===== src/rtl/pwm_deadtime_driver.sv =====
// Complementary high/low gate-drive generator with programmable dead time,
// short-pulse swallowing and a sticky fault latch.
//
// state  | meaning
// -------+-------------------------------------------------------------
// S_OFF  | both outputs low; waits for enable and a clear fault latch
// S_DT_H | dead time before driving the high side
// S_HIGH | high side driven
// S_DT_L | dead time before driving the low side
// S_LOW  | low side driven
module pwm_deadtime_driver #(
  parameter int DT_W   = 16,
  parameter int DROP_W = 16
) (
  input  logic              clk,
  input  logic              reset,
  input  logic              enable,
  input  logic              pwm_in,
  input  logic [DT_W-1:0]   dead_time,
  input  logic              fault_in,
  input  logic              fault_clr,
  output logic              out_h,
  output logic              out_l,
  output logic              fault_latched,
  output logic [DROP_W-1:0] drop_cnt
);

  typedef enum logic [2:0] {
    S_OFF  = 3'd0,
    S_DT_H = 3'd1,
    S_HIGH = 3'd2,
    S_DT_L = 3'd3,
    S_LOW  = 3'd4
  } state_t;

  state_t            state_q, state_d;
  logic [DT_W-1:0]   cnt_q, cnt_d;
  logic              from_off_q, from_off_d;
  logic              fault_q, fault_d;
  logic [DROP_W-1:0] drop_q, drop_d;
  logic              out_h_q, out_l_q;
  logic              drop_sat;

  assign drop_sat = &drop_q;

  always_comb begin
    state_d    = state_q;
    cnt_d      = cnt_q;
    from_off_d = from_off_q;
    fault_d    = fault_q;
    drop_d     = drop_q;

    if (fault_in) begin
      state_d = S_OFF;
      fault_d = 1'b1;
    end else begin
      if (fault_clr) begin
        fault_d = 1'b0;
      end
      if (!enable) begin
        state_d = S_OFF;
      end else begin
        // The OFF check uses the old latch value so a clear holds OFF one more edge.
        case (state_q)
          S_OFF: begin
            if (!fault_q) begin
              state_d    = pwm_in ? S_DT_H : S_DT_L;
              cnt_d      = dead_time;
              from_off_d = 1'b1;
            end
          end
          S_LOW: begin
            if (pwm_in) begin
              state_d    = S_DT_H;
              cnt_d      = dead_time;
              from_off_d = 1'b0;
            end
          end
          S_HIGH: begin
            if (!pwm_in) begin
              state_d    = S_DT_L;
              cnt_d      = dead_time;
              from_off_d = 1'b0;
            end
          end
          S_DT_H: begin
            if (!pwm_in) begin
              // Leaving OFF no side was on yet: retarget with a full dead time instead.
              if (from_off_q) begin
                state_d = S_DT_L;
                cnt_d   = dead_time;
              end else begin
                state_d = S_LOW;
                if (!drop_sat) begin
                  drop_d = drop_q + DROP_W'(1);
                end
              end
            end else if (cnt_q <= DT_W'(1)) begin
              state_d = S_HIGH;
            end else begin
              cnt_d = cnt_q - DT_W'(1);
            end
          end
          S_DT_L: begin
            if (pwm_in) begin
              if (from_off_q) begin
                state_d = S_DT_H;
                cnt_d   = dead_time;
              end else begin
                state_d = S_HIGH;
                if (!drop_sat) begin
                  drop_d = drop_q + DROP_W'(1);
                end
              end
            end else if (cnt_q <= DT_W'(1)) begin
              state_d = S_LOW;
            end else begin
              cnt_d = cnt_q - DT_W'(1);
            end
          end
          default: begin
            state_d = S_OFF;
          end
        endcase
      end
    end
  end

  always_ff @(posedge clk) begin
    if (reset) begin
      state_q    <= S_OFF;
      cnt_q      <= '0;
      from_off_q <= 1'b0;
      fault_q    <= 1'b0;
      drop_q     <= '0;
      out_h_q    <= 1'b0;
      out_l_q    <= 1'b0;
    end else begin
      state_q    <= state_d;
      cnt_q      <= cnt_d;
      from_off_q <= from_off_d;
      fault_q    <= fault_d;
      drop_q     <= drop_d;
      out_h_q    <= (state_d == S_HIGH);
      out_l_q    <= (state_d == S_LOW);
    end
  end

  assign out_h         = out_h_q;
  assign out_l         = out_l_q;
  assign fault_latched = fault_q;
  assign drop_cnt      = drop_q;

endmodule

===== config.mk =====
export PLATFORM = sky130hd
export DESIGN_NAME = pwm_deadtime_driver
export DESIGN_NICKNAME = d
export VERILOG_FILES = /design/src/rtl/pwm_deadtime_driver.sv
export SDC_FILE = /design/constraint.sdc
export NUM_CORES = 1
export LEC_CHECK = 0
export ABC_CLOCK_PERIOD_IN_PS = 2100
export CORE_MARGIN = 3
export CORE_UTILIZATION = 50
export CTS_BUF_LIST = sky130_fd_sc_hd__clkbuf_4
export DETAILED_ROUTE_END_ITERATION = 10
export DONT_BUFFER_PORTS = 1
export GPL_ROUTABILITY_DRIVEN = 0
export PLACE_DENSITY = 0.65
export REMOVE_ABC_BUFFERS = 1
export SLEW_MARGIN = 20
export SYNTH_ARGS = -nofsm -noshare
export SYNTH_HDL_FRONTEND = slang
export SYNTH_SLANG_ARGS = --single-unit
export TNS_END_PERCENT = 10

===== constraint.sdc =====
create_clock -name clk -period 2.1 [get_ports clk]
set_input_delay 0.315 -clock clk [delete_from_list [all_inputs] [get_ports clk]]
set_output_delay 0.315 -clock clk [all_outputs]
set_load 0.03 [all_outputs]

==> run metrics <==
Final Setup Violations=0; Worst setup EP type=register; Tcrit/Tclk final=94.0%; Pint=1140 µW; LEAKAGE=0.00104 µW; Die Y=77.5 µm; GRT overflow=0; Antenna diodes=0; Iter 0 DRT Violations=167; Synth-to-Final Area Change=13.3%; CTS H-tree depth=2; Netlist Area Pre-Place=2550 µm²; Post-Synthesis Cells=308; CTS buffer count=5; Hold Vio Cnt, Final=0; CTS tree=yes; worst r2r src=cnt_q[0]; Clk network pwr share=30.9%; DRC violations left=0; gr usage total=21.7%; Final Util=60.1%; number of synthesized register bits=39; syn avg cell area=8.29 µm²; DRT Pass-1 Iters=5; die area=6000 µm²; hold depth=1; number of core rows=25; Worst-Margin Slew=0.510 ns; max_slew headroom=65.8%; worst hold endpoint=cnt_q[13]; worst-path fanout max=7; Placed Area=2790 µm²; Tmin final=1.97 ns; net count reported at finish=358; RSZ-0062 raised after global routing=true; Vias/cell=6.05; Core ar.=4820 µm²; Root Buffer=clkbuf_4; DR vias=2425; Synth warnings=0; hold path start=reset; Reg2Reg Depth=7; Post-synth EDFFs=0; Seq/Total Area, Yosys=30.6%; sw power=478 µW; Post-synth ARST share=0%; Startpoint Class=register; final instance area=2890 µm²; Worst-path clk slew=0.13 ns; initial antenna violation count=0; status=finished clean; maximum vdd drop=0.653 mV; final wirelength=6.34 mm; die width=77.5 µm; vias in the first global route=2251; largest net degree at the start of global routing=52; number of nets with antenna violations after routing=0; worst hold slack=0.0357 ns; Synth Flop Type=dfxtp_1; reg2reg end=cnt_q[11]; power per cell area=558 nW/µm²; initial core utilization=53.0%; clock latency on the worst-skew pair=0.34 ns; fmax=507 MHz; layout cell share with drive strength beyond 1=20.1%; max-slew violation count=0; placed cells=392; Hold WC Path Type=input port to register; I/O Buffers=0; worst path arrival time=2.24 ns; combinational power share=20.5%; Crit Path Category=register to register; reg2reg setup slack=0.13 ns; dpl hpwl=4.62 mm; switch share=29.6%; first-pass GRT wire length=10.7 mm; Worst Skew=0.0122 ns; Boundary Pins=41; total setup buffers inserted after CTS=0; max-cap violations=0; Tot Pwr=1610 µW; clk buf depth=2; Required @ worst endpoint=2.37 ns; clock sink count=39; WL per Instance=15.8 µm; Final Non-Filler Cells=401; sequential cell fraction of total power=48.6%; Synth cell types=60
[registers in the layout, indices dropped and copies added (netlist names)]
name / count
cnt_q: 16
drop_cnt: 16
fault_latched: 1
from_off_q: 1
out_h: 1
out_l: 1
state_q: 3
[through the flow]
step	setup TNS, ns	setup slack, ns
3_5_place_dp	0	0.00266
2_1_floorplan	-0.0488	-0.0306
5_1_grt	0	0.000192
3_3_place_gp	0	0.0904
6_report	0	0.127
4_1_cts	0	0.0675
[worst max-delay path by stage]
stage / from / end / slack (ns)
after floorplan: state_q[1] / drop_cnt[9] / -0.03
after global placement: cnt_q[0] / cnt_q[15] / 0.09
after detailed placement: cnt_q[0] / cnt_q[15] / 0.003
after CTS: cnt_q[0] / cnt_q[8] / 0.07
after global routing: state_q[0] / drop_cnt[11] / 0.0002
final: cnt_q[0] / cnt_q[11] / 0.13
[layout by cell type (no fill, tap or decap), types with 4 or more instances in the layout]
| master | instances |
|---|---|
| mux2_1 | 4 |
| a211oi_1 | 6 |
| a21oi_1 | 8 |
| dfxtp_1 | 38 |
| a22oi_1 | 8 |
| xnor2_1 | 8 |
| inv_1 | 8 |
| or3_1 | 7 |
| nor3b_1 | 4 |
| nand2b_1 | 7 |
| nor2b_1 | 9 |
| and3_1 | 4 |
| o32ai_1 | 4 |
| nor2_1 | 40 |
| nand4_1 | 6 |
| clkbuf_4 | 5 |
| nor4_2 | 5 |
| nor3_1 | 9 |
| nand2_1 | 21 |
| a31oi_1 | 8 |
| nand3_1 | 15 |
| buf_4 | 32 |
| o21ai_0 | 14 |
[cell usage after synthesis, types with 7 or more instances]
cell	number	share of area, %
nor2b_1	9	2.2
o21ai_0	14	2.7
nor3_1	10	2.0
nand2b_1	7	1.7
nand2_1	21	3.1
or3_1	7	1.7
dfxtp_1	39	31
a21oi_1	8	1.6
a22oi_1	8	2.4
inv_1	8	1.2
nor2_1	41	6.0
clkbuf_1	7	1.0
a31oi_1	8	2.0
xnor2_1	8	2.7
nand3_1	15	2.9
[critical path, stage by stage, from the launching register on]
cell and delay [ns]:
dfxtp_2 0.38, inv_1 0.07, ha_1 0.23, or2_2 0.29, and4_1 0.30, nor4_2 0.35
a222oi_1 0.14, o32ai_1 0.13
[final cells by class]
cell class,instances,area (µm²)
clock buffer,5,37.5
clock inverter,3,38.8
fill,447,1920
inverter,8,30.0
multi-input combinational,246,1670
sequential,39,782
tap,67,83.8
timing repair buffer,33,250
[logic make-up (layout without fill, tap and decap cells)]
| group | count (synthesis) | count (layout) | synth area share [%] |
|---|---|---|---|
| muxes | 4 | 4 | 1.76 |
| xor gates and xnor gates | 10 | 10 | 4.46 |
| AOI/OAI and AO/OA | 73 | 73 | 21.1 |
| buffers and inverters | 23 | 49 | 4.70 |
| adders and majority gates | 3 | 3 | 1.47 |
| DFF | 39 | 39 | 30.6 |
| and+or+nand+nor | 156 | 156 | 36.0 |
[power groups by stage]
stage | sequential [µW] | combinational, µW | clock (µW)
floorplan | 801 | 219 | 0
global placement | 800 | 312 | 0
detailed placement | 800 | 314 | 0
CTS | 784 | 320 | 515
global route | 789 | 366 | 543
finish | 785 | 331 | 498
[metal layers]
| layer | track usage, % | vias up | routed length [µm] |
|---|---|---|---|
| met3 | 7.08 | 6 | 425 |
| met4 | 6.41 | 0 | 84 |
| met1 | 29.2 | 1138 | 2950 |
| met2 | 33.0 | 72 | 2880 |
| met5 | 0 | - | 0 |
| li1 | - | 1209 | - |
[timing repair]
item                                    in CTS  in global routing
endpoints found under the hold margin        0                  1
hold buffers                                 0                  1
resized for setup                            1                  4
endpoints found under the setup margin       1                  6
(Power assumes the default switching activity.)
